[config.mk]
export PLATFORM = sky130hd
export DESIGN_NAME = i2s_tx_param
export DESIGN_NICKNAME = d
export VERILOG_FILES = /design/src/rtl/i2s_pkg.sv /design/src/rtl/i2s_sync_fifo.sv /design/src/rtl/i2s_tx_param.sv
export SDC_FILE = /design/constraint.sdc
export NUM_CORES = 1
export LEC_CHECK = 0
export ABC_AREA = 0
export CORE_ASPECT_RATIO = 0.7
export CORE_MARGIN = 4
export CORE_UTILIZATION = 40
export DETAILED_ROUTE_END_ITERATION = 8
export HOLD_SLACK_MARGIN = 0.12
export PLACE_DENSITY = 0.58
export SYNTH_ARGS = -nofsm -noshare
export SYNTH_HDL_FRONTEND = slang
export SYNTH_HIERARCHICAL = 1
export SYNTH_SLANG_ARGS = --single-unit
[constraint.sdc]
create_clock -name ac_mclk -period 4.75 [get_ports ac_mclk]
set_clock_uncertainty 0.15 [all_clocks]
set_input_delay 1.1875 -clock ac_mclk [delete_from_list [all_inputs] [get_ports ac_mclk]]
set_output_delay 1.1875 -clock ac_mclk [all_outputs]
set_load 0.005 [all_outputs]
[src/rtl/i2s_pkg.sv]
// Shared constants, FSM encoding and width helper for the I2S transmitter.
package i2s_pkg;

    localparam int MODE_I2S = 0;  // MSB one bclk after the lrclk edge
    localparam int MODE_LJ  = 1;  // MSB coincident with the lrclk edge

    typedef enum logic {
        IDLE = 1'b0,
        RUN  = 1'b1
    } state_t;

    // Counter width able to hold 0..n-1; never narrower than one bit.
    function automatic int cnt_w(input int n);
        return (n <= 2) ? 1 : $clog2(n);
    endfunction

endpackage

[src/rtl/i2s_sync_fifo.sv]
// Single-clock FIFO holding stereo pairs; pointers carry one extra wrap bit
// so full/empty/level fall out of a plain subtraction.
module i2s_sync_fifo
    import i2s_pkg::*;
#(
    parameter int W     = 48,
    parameter int DEPTH = 4   // power of two, >= 2
) (
    input  logic                     ac_mclk,
    input  logic                     reset,
    input  logic                     wr_en,
    input  logic [W-1:0]             wr_data,
    input  logic                     rd_en,
    output logic [W-1:0]             rd_data,
    output logic                     full,
    output logic                     empty,
    output logic [$clog2(DEPTH):0]   level
);
    localparam int AW = cnt_w(DEPTH);

    logic [W-1:0] mem [DEPTH];
    logic [AW:0]  wr_ptr, rd_ptr;
    logic         do_wr, do_rd;

    assign level   = wr_ptr - rd_ptr;
    assign full    = (level == (AW+1)'(DEPTH));
    assign empty   = (level == '0);
    // A write is refused while full even if a read frees a slot this cycle.
    assign do_wr   = wr_en && !full;
    assign do_rd   = rd_en && !empty;
    assign rd_data = mem[rd_ptr[AW-1:0]];

    // Pointer update; reset flushes any stored entries.
    always_ff @(posedge ac_mclk or posedge reset) begin
        if (reset) begin
            wr_ptr <= '0;
            rd_ptr <= '0;
        end else begin
            if (do_wr) wr_ptr <= wr_ptr + 1'b1;
            if (do_rd) rd_ptr <= rd_ptr + 1'b1;
        end
    end

    // Storage write; contents need no reset since level gates every read.
    always_ff @(posedge ac_mclk) begin
        if (do_wr) mem[wr_ptr[AW-1:0]] <= wr_data;
    end

endmodule

[src/rtl/i2s_tx_param.sv]
// I2S / left-justified serialiser: FIFO-buffered stereo pairs shifted out as
// bclk/lrclk/sdata, with frame-aligned enable and underrun muting.
module i2s_tx_param
    import i2s_pkg::*;
#(
    parameter int DATA_W     = 24,
    parameter int SLOT_W     = 32,  // I2S needs DATA_W+1, LJ needs DATA_W
    parameter int MCLK_DIV   = 2,   // even, >= 2
    parameter int FIFO_DEPTH = 4,
    parameter int MODE       = 0
) (
    input  logic                          ac_mclk,
    input  logic                          reset,
    input  logic                          enable,
    input  logic                          s_valid,
    output logic                          s_ready,
    input  logic [DATA_W-1:0]             s_data_l,
    input  logic [DATA_W-1:0]             s_data_r,
    output logic                          bclk,
    output logic                          lrclk,
    output logic                          sdata,
    output logic                          underrun,
    output logic [$clog2(FIFO_DEPTH):0]   fifo_level
);
    localparam int DIV_W = cnt_w(MCLK_DIV);
    localparam int KW    = cnt_w(SLOT_W);
    localparam logic [DIV_W-1:0] DIV_LAST = DIV_W'(MCLK_DIV - 1);
    localparam logic [DIV_W-1:0] DIV_RISE = DIV_W'(MCLK_DIV / 2 - 1);
    localparam logic [KW-1:0]    K_LAST   = KW'(SLOT_W - 1);

    typedef struct packed {
        logic [DATA_W-1:0] l;
        logic [DATA_W-1:0] r;
    } pair_t;

    pair_t             wr_pair, rd_pair;
    logic              fifo_full, fifo_empty, pop;
    state_t            state;
    logic [DIV_W-1:0]  div_cnt;
    logic [KW-1:0]     bit_k;
    logic              slot;       // 0 = left, 1 = right
    logic [DATA_W-1:0] l_reg, r_reg;
    logic              frame_end, frame_start;

    // Bit driven at slot position k, MSB first, zero padded.
    function automatic logic bit_sel(input logic [DATA_W-1:0] d, input logic [KW-1:0] k);
        int                ki;
        logic [DATA_W-1:0] t;
        ki      = int'(k);
        t       = '0;
        bit_sel = 1'b0;
        if (MODE == MODE_I2S) begin
            if (ki >= 1 && ki <= DATA_W) begin
                t       = d >> (DATA_W - ki);
                bit_sel = t[0];
            end
        end else if (ki < DATA_W) begin
            t       = d >> (DATA_W - 1 - ki);
            bit_sel = t[0];
        end
    endfunction

    assign wr_pair     = {s_data_l, s_data_r};
    assign s_ready     = !fifo_full;
    assign frame_end   = (state == RUN) && (div_cnt == DIV_LAST) && (bit_k == K_LAST) && slot;
    // Enable only matters in IDLE or on the falling edge that ends a frame.
    assign frame_start = enable && ((state == IDLE) || frame_end);
    assign pop         = frame_start && !fifo_empty;

    i2s_sync_fifo #(
        .W     (2 * DATA_W),
        .DEPTH (FIFO_DEPTH)
    ) u_fifo (
        .ac_mclk (ac_mclk),
        .reset   (reset),
        .wr_en   (s_valid && s_ready),
        .wr_data (wr_pair),
        .rd_en   (pop),
        .rd_data (rd_pair),
        .full    (fifo_full),
        .empty   (fifo_empty),
        .level   (fifo_level)
    );

    // Serialiser FSM: divider, bit/slot counters, frame loads and output regs.
    always_ff @(posedge ac_mclk or posedge reset) begin
        if (reset) begin
            state    <= IDLE;
            div_cnt  <= '0;
            bit_k    <= '0;
            slot     <= 1'b0;
            l_reg    <= '0;
            r_reg    <= '0;
            bclk     <= 1'b0;
            lrclk    <= 1'b1;
            sdata    <= 1'b0;
            underrun <= 1'b0;
        end else begin
            underrun <= 1'b0;
            if (frame_start) begin
                // Falling edge that opens the left slot; mute if nothing queued.
                state   <= RUN;
                div_cnt <= '0;
                bit_k   <= '0;
                slot    <= 1'b0;
                bclk    <= 1'b0;
                lrclk   <= 1'b0;
                if (fifo_empty) begin
                    l_reg    <= '0;
                    r_reg    <= '0;
                    sdata    <= 1'b0;
                    underrun <= 1'b1;
                end else begin
                    l_reg <= rd_pair.l;
                    r_reg <= rd_pair.r;
                    sdata <= bit_sel(rd_pair.l, '0);
                end
            end else if (state == IDLE) begin
                bclk    <= 1'b0;
                lrclk   <= 1'b1;
                sdata   <= 1'b0;
                div_cnt <= '0;
            end else if (div_cnt == DIV_LAST) begin
                // Falling bclk edge: data and lrclk move here only.
                div_cnt <= '0;
                bclk    <= 1'b0;
                if (bit_k == K_LAST) begin
                    bit_k <= '0;
                    if (slot) begin
                        state <= IDLE;
                        lrclk <= 1'b1;
                        sdata <= 1'b0;
                    end else begin
                        slot  <= 1'b1;
                        lrclk <= 1'b1;
                        sdata <= bit_sel(r_reg, '0);
                    end
                end else begin
                    bit_k <= bit_k + 1'b1;
                    sdata <= bit_sel(slot ? r_reg : l_reg, bit_k + 1'b1);
                end
            end else begin
                div_cnt <= div_cnt + 1'b1;
                if (div_cnt == DIV_RISE) bclk <= 1'b1;
            end
        end
    end

endmodule

# Yosys cells after proc, flatten, opt, wreduce, memory -nomap -nowiden

Memories as Yosys holds them, arrays and structs flattened.
Index checks and enable logic that the tools add are counted.

Memory bits (writable): 192
Memories kept: 1
Word-level logic and storage cells: 79
Flip-flop bits (word level): 66

Memories:

| memory     | words | width | rd ports | clocked after Yosys merged registers in | write ports | RTL line            | RTL |
|---|---|---|---|---|---|---|---|
| u_fifo.mem | 4     | 48    | 1        | 0                                       | 1           | i2s_sync_fifo.sv:21 | `logic [W-1:0] mem [DEPTH];` |

Equality and inequality tests: 4
Reduce and logical (&&, ||, !) cells: 19
Multiplexer cells: 33
Bitwise logic cells: 1
Magnitude comparators: 2
Shift operators: 1
$add $sub $neg: 6

Operator list:

| operator                                                                | number |
|---|---|
| 24-bit two-way mux                                                      | 3 |
| 24-bit by 32-bit >> shifter with 1-bit output                           | 1 |
| 1-bit two-way mux                                                       | 26 |
| 5-bit two-way mux                                                       | 4 |
| 1-bit logical AND                                                       | 9 |
| 3-bit by 1-bit adder with 3-bit output, second input constant           | 2 |
| 3-bit by 1-bit inequality test with 1-bit output, second input constant | 2 |
| 2-bit nonzero test                                                      | 3 |
| 5-bit by 5-bit subtractor with 6-bit output, first input constant       | 1 |
| 5-bit by 1-bit adder with 5-bit output, second input constant           | 1 |
| 5-bit == test, second input constant                                    | 1 |
| 5-bit by 1-bit >= comparator with 1-bit output, second input constant   | 1 |
| 5-bit <= comparator, second input constant                              | 1 |
| 2-bit AND reduction                                                     | 2 |
| 3-bit == test, second input constant                                    | 1 |
| 3-bit zero test                                                         | 1 |
| 3-bit AND reduction                                                     | 1 |
| 3-bit subtractor                                                        | 1 |
| 1-bit zero test                                                         | 2 |
| 1-bit adder, second input constant                                      | 1 |
| 1-bit logical OR                                                        | 1 |
| 1-bit NOT                                                               | 1 |

# Logic depth before layout (Yosys ltp)

Depth after elaboration: 8
Depth in mapped cells: 12
Depth with buffers taken out: 10

# By module

Netlist, hierarchy kept.

Modules (own cells, without submodules):

| module        | area each (um2) | cells each | times used |
|---|---|---|---|
| i2s_sync_fifo | 7355.8          | 295        | 1 |
| i2s_tx_param  | 2989.1          | 329        | 1 |

# Worst setup path after synthesis

OpenSTA, ideal clock, no wires.

Path type: register to register
Start: register u_fifo.wr_ptr[0]
End: memory u_fifo.mem[3][0], enable pin
Cell stages (with the launch flop): 10
Buffers on the path: 0
Clock period less this slack: 4852 ps
Arrival time: 4232 ps
Path slack: -102 ps
Data required time: 4131 ps
Setup time: 469 ps
Path through: dfrtp_1 inv_1 ha_1 fa_1 xor3_2 nand2_1 inv_1 nor2b_1 nand2_1 a21oi_1

Cells in the longest elaborated chain, start to end: 7

RTL lines:

| element                                     | RTL line                                | RTL |
|---|---|---|
| start: declaration                          | i2s_sync_fifo.sv:22                     | `logic [AW:0] wr_ptr, rd_ptr;` |
| start signal: assignment                    | i2s_sync_fifo.sv:39                     | `if (do_wr) wr_ptr <= wr_ptr + 1'b1;` |
| 3-bit subtractor (*)                        | i2s_sync_fifo.sv:25                     | `assign level = wr_ptr - rd_ptr;` |
| via fifo_level[2]                           | i2s_tx_param.sv:23                      | `output logic [$clog2(FIFO_DEPTH):0] fifo_level` |
| 3-bit == test (*)                           | i2s_sync_fifo.sv:26                     | `assign full = (level == (AW+1)'(DEPTH));` |
| via fifo_full                               | i2s_tx_param.sv:37                      | `logic fifo_full, fifo_empty, pop;` |
| 1-bit zero test (*)                         | i2s_sync_fifo.sv:29, i2s_tx_param.sv:64 |  |
| 1-bit logical AND                           | i2s_tx_param.sv:76                      | `.wr_en (s_valid && s_ready),` |
| 1-bit logical AND (*)                       | i2s_sync_fifo.sv:29                     | `assign do_wr = wr_en && !full;` |
| 1-bit two-way mux (*)                       | i2s_sync_fifo.sv:46                     | `if (do_wr) mem[wr_ptr[AW-1:0]] <= wr_data;` |
| 1-bit two-way mux (not written as such) (*) | i2s_sync_fifo.sv:46                     |  |
| end: declaration                            | i2s_sync_fifo.sv:21                     |  |

The timed path passes the listed nets; every way through them passes the cells marked *.

# Worst setup path after layout

Start: register u_fifo.wr_ptr[0]
End: output s_ready

Cells in the longest elaborated chain, start to end: 3

RTL lines:

| element          | RTL line            | RTL |
|---|---|---|
| 3-bit subtractor | i2s_sync_fifo.sv:25 |  |
| 3-bit == test    | i2s_sync_fifo.sv:26 |  |
| via fifo_full    | i2s_tx_param.sv:37  |  |
| 1-bit zero test  | i2s_tx_param.sv:64  | `assign s_ready = !fifo_full;` |
| end: declaration | i2s_tx_param.sv:16  | `output logic s_ready,` |

The timed path passes the listed nets, and every way through them passes these cells.

==> run summary <==
Status = complete, no violations
Worst Slack Setup Final = 0.6230 ns
Vias per cell = 5.214
CP arrival = 2.79 ns
LEAKAGE = 4.465 nW
Number of synthesized flops with an enable pin = 192
Gate Count Post-Synth = 624
Clk root buf = clkbuf_16
Final hold violation count = 0
Ys async rst share = 25.29%
Hold Path Depth = 2
Vias in the first global route = 5,834
Syn Area/Cell = 16.58 µm²
CTS Buf Count = 25
Mapped Nets = 686
Tmin final = 4.127 ns
Switching pwr = 2.498 mW
Max-slew violations = 0
Drt wl/cell = 19.15 µm
Grt ovf = 0
FF-to-FF path depth = 10
CP endpoint kind = output pin
CP max FO = 6
Initial antenna violation count = 0
Die Span X = 200.2 µm
Worst Setup Start Kind = flip-flop
CP Launch Point = u_fifo/wr_ptr[0]$_DFFE_PP0P_
DP Worst Slack = 1.146 ns
Rel. slew slack = 31.61%
TritonRoute pass-1 iters = 4
R2R setup slack = 1.21 ns
DRT antenna net count = 0
Total number of vias = 5,360
Clock Tree Buf Depth = 3
Clk pwr share = 25.9%
Setup bufs post-CTS = 0
Synth warn = 6
Required time of the critical path = 3.41 ns
PostCTS Resize Cnt = 0
Cell Area, Synth = 10,340 µm²
Layout cell share with drive strength beyond 1 = 16.79%
IO Port Bufs = 59
Clock Sinks = 257
Residual DRC = 0
Critical path, cell by cell = inv_1, ha_1, fa_1, xor3_2, nand2_1, inv_1, inv_1, clkdlybuf4s50_1
CTS tree = done
Clk Latency, worst-skew pair = 0.51 ns
Fmax = 0.2423 GHz
Largest register FFs = 192
# hold bufs at CTS = 0
Clock slew at reported path FFs = 0.07 ns
Critical-path top delay cell = clkdlybuf4s50_1
First-pass GRT wire length = 32,050 µm
VDD IR max = 342.8 µV
Max incr delay on CP = 0.49 ns
Maxcap violations = 0
#FFs+latches synth = 257
Final TNS setup = 0 ns
Post-Route WL = 19,680 µm
Layout net count = 747
Finished layout cell area = 12,180 µm²
Worst r2r src = u_fifo/wr_ptr[0]$_DFFE_PP0P_
Utilization after layout = 48.62%
Critical Path Most Common Cell = inv_1
Post-synthesis sequential area ratio = 71.47%
Die Ht = 142.6 µm
Area Overhead vs Synth = 17.69%
HP Class = reg -> reg
CP endpoint = s_ready
Initial core utilization = 41.31%
RSZ-0062 raised after global routing = false
WS Path Type = reg -> out
Reg2reg end = u_fifo/mem[3][22]$_DFFE_PP_
Cell Area, Placed = 11,280 µm²
1st-iter DRT viols = 392
GRT Total Usage = 14.05%
Gpl congestion = 0.8035
Core area = 25,040 µm²
Largest net degree at the start of global routing = 68
Die area = 28,540 µm²
Reg power frac = 42.3%
Primary FF master, synth = edfxtp_1
Tightest Pin Transition = 1.026 ns
Final setup violation count = 0
WHS = 0.3336 ns
Cell Rows = 48
Hpwl dp = 11,850 µm
Combinational power share = 31.8%
H-tree depth = 1
Int Pwr = 5.596 mW
IO Pins = 60
Ant. Diodes = 0
Period utilisation layout = 86.89%
PwrDens = 664.8 nW/µm²
Sw Share = 30.86%
Netlist cell types = 47
[cells in the mapped netlist (2+ instances only)]
cell	instances	area share, %
a22o_1	2	0.17
edfxtp_1	192	56
mux2i_1	12	1.2
buf_2	7	0.34
clkbuf_1	22	0.80
nor2b_1	8	0.48
a31oi_1	4	0.24
nor2_1	7	0.25
mux4_2	54	12
and3_1	5	0.30
a32o_1	2	0.19
xnor2_1	5	0.42
mux4_1	2	0.51
a211o_1	2	0.17
nand2b_1	2	0.12
ha_1	9	1.1
inv_1	12	0.44
dfrtp_1	64	15
buf_4	3	0.22
nand3_1	5	0.24
nand2_1	113	4.1
nand4_1	2	0.12
a21oi_1	6	0.29
xor2_1	2	0.17
o21ai_0	54	2.6
buf_1	3	0.11
nor3_1	5	0.24
[through the flow]
step,power [mW],std cells
3_3_place_gp,6.064,983
3_5_place_dp,6.109,983
5_1_grt,8.613,1028
2_1_floorplan,5.284,624
4_1_cts,8.237,1028
6_report,8.094,1028
[cell usage in the layout (no fill, tap or decap), types with 6 or more instances in the layout]
cell type,netlist,layout
edfxtp_1,192,192
nand2_1,113,112
dfrtp_1,64,62
clkdlybuf4s50_1,0,59
o21ai_0,54,54
mux4_2,54,54
clkbuf_16,0,28
mux2i_1,12,12
inv_1,12,11
buf_4,3,11
ha_1,9,9
nor2b_1,8,8
nor2_1,7,7
clkbuf_1,22,6
[area by class of cell]
cell class,count,area [µm²]
sequential,257,7398
fill,2125,12870
clock buffer,38,778.2
inverter,12,45.04
multi-input combinational,319,2761
timing repair buffer,70,673.1
tap,325,406.6
clock inverter,7,112.6
[worst max-delay path, delay by kind of cell, from the launching register on]
| kind | cells | cell delay (ns) |
|---|---|---|
| simple gates | 1 | 0.15 |
| fa+ha+maj | 2 | 0.66 |
| flops | 1 | 0.41 |
| xor+xnor | 1 | 0.35 |
| buf+inv | 4 | 0.71 |
[logic make-up after synthesis]
group                      Yosys count  share of synthesized area, %
muxes                               71                         13.79
DFF                                257                         71.47
xor gates and xnor gates             8                        0.8345
AOI/OAI and AO/OA                   79                         4.487
adders and majority gates           10                         1.282
and+or+nand+nor                    151                         6.132
buffers and inverters               48                         2.008
[per-layer routing]
metal  vias to the layer above  share of wire [%]  GRT usage, %
met3                        28                4.8         2.597
met1                      2730                 45         19.46
li1                       2490                  -             -
met5                         -                  0             0
met4                         0                1.8         3.041
met2                       112                 48         23.69
[worst min path at each step]
stage | to | slack, ns | from
2_1_floorplan | l_reg[1]$_DFFE_PP0P_ | 0.29 | l_reg[1]$_DFFE_PP0P_
3_3_place_gp | l_reg[4]$_DFFE_PP0P_ | 0.32 | l_reg[4]$_DFFE_PP0P_
3_5_place_dp | l_reg[10]$_DFFE_PP0P_ | 0.32 | l_reg[10]$_DFFE_PP0P_
4_1_cts | l_reg[10]$_DFFE_PP0P_ | 0.34 | l_reg[10]$_DFFE_PP0P_
5_1_grt | r_reg[19]$_DFFE_PP0P_ | 0.35 | r_reg[19]$_DFFE_PP0P_
6_report | r_reg[19]$_DFFE_PP0P_ | 0.33 | r_reg[19]$_DFFE_PP0P_
[power by group through the flow]
stage / Combinational [mW] / Sequential (mW) / Clock, mW
2_1_floorplan: 1.93 / 3.35 / 0
3_3_place_gp: 2.62 / 3.44 / 0
3_5_place_dp: 2.64 / 3.47 / 0
4_1_cts: 2.65 / 3.43 / 2.16
5_1_grt: 2.88 / 3.49 / 2.24
6_report: 2.58 / 3.42 / 2.10
Power figures use the tool's default switching activity.
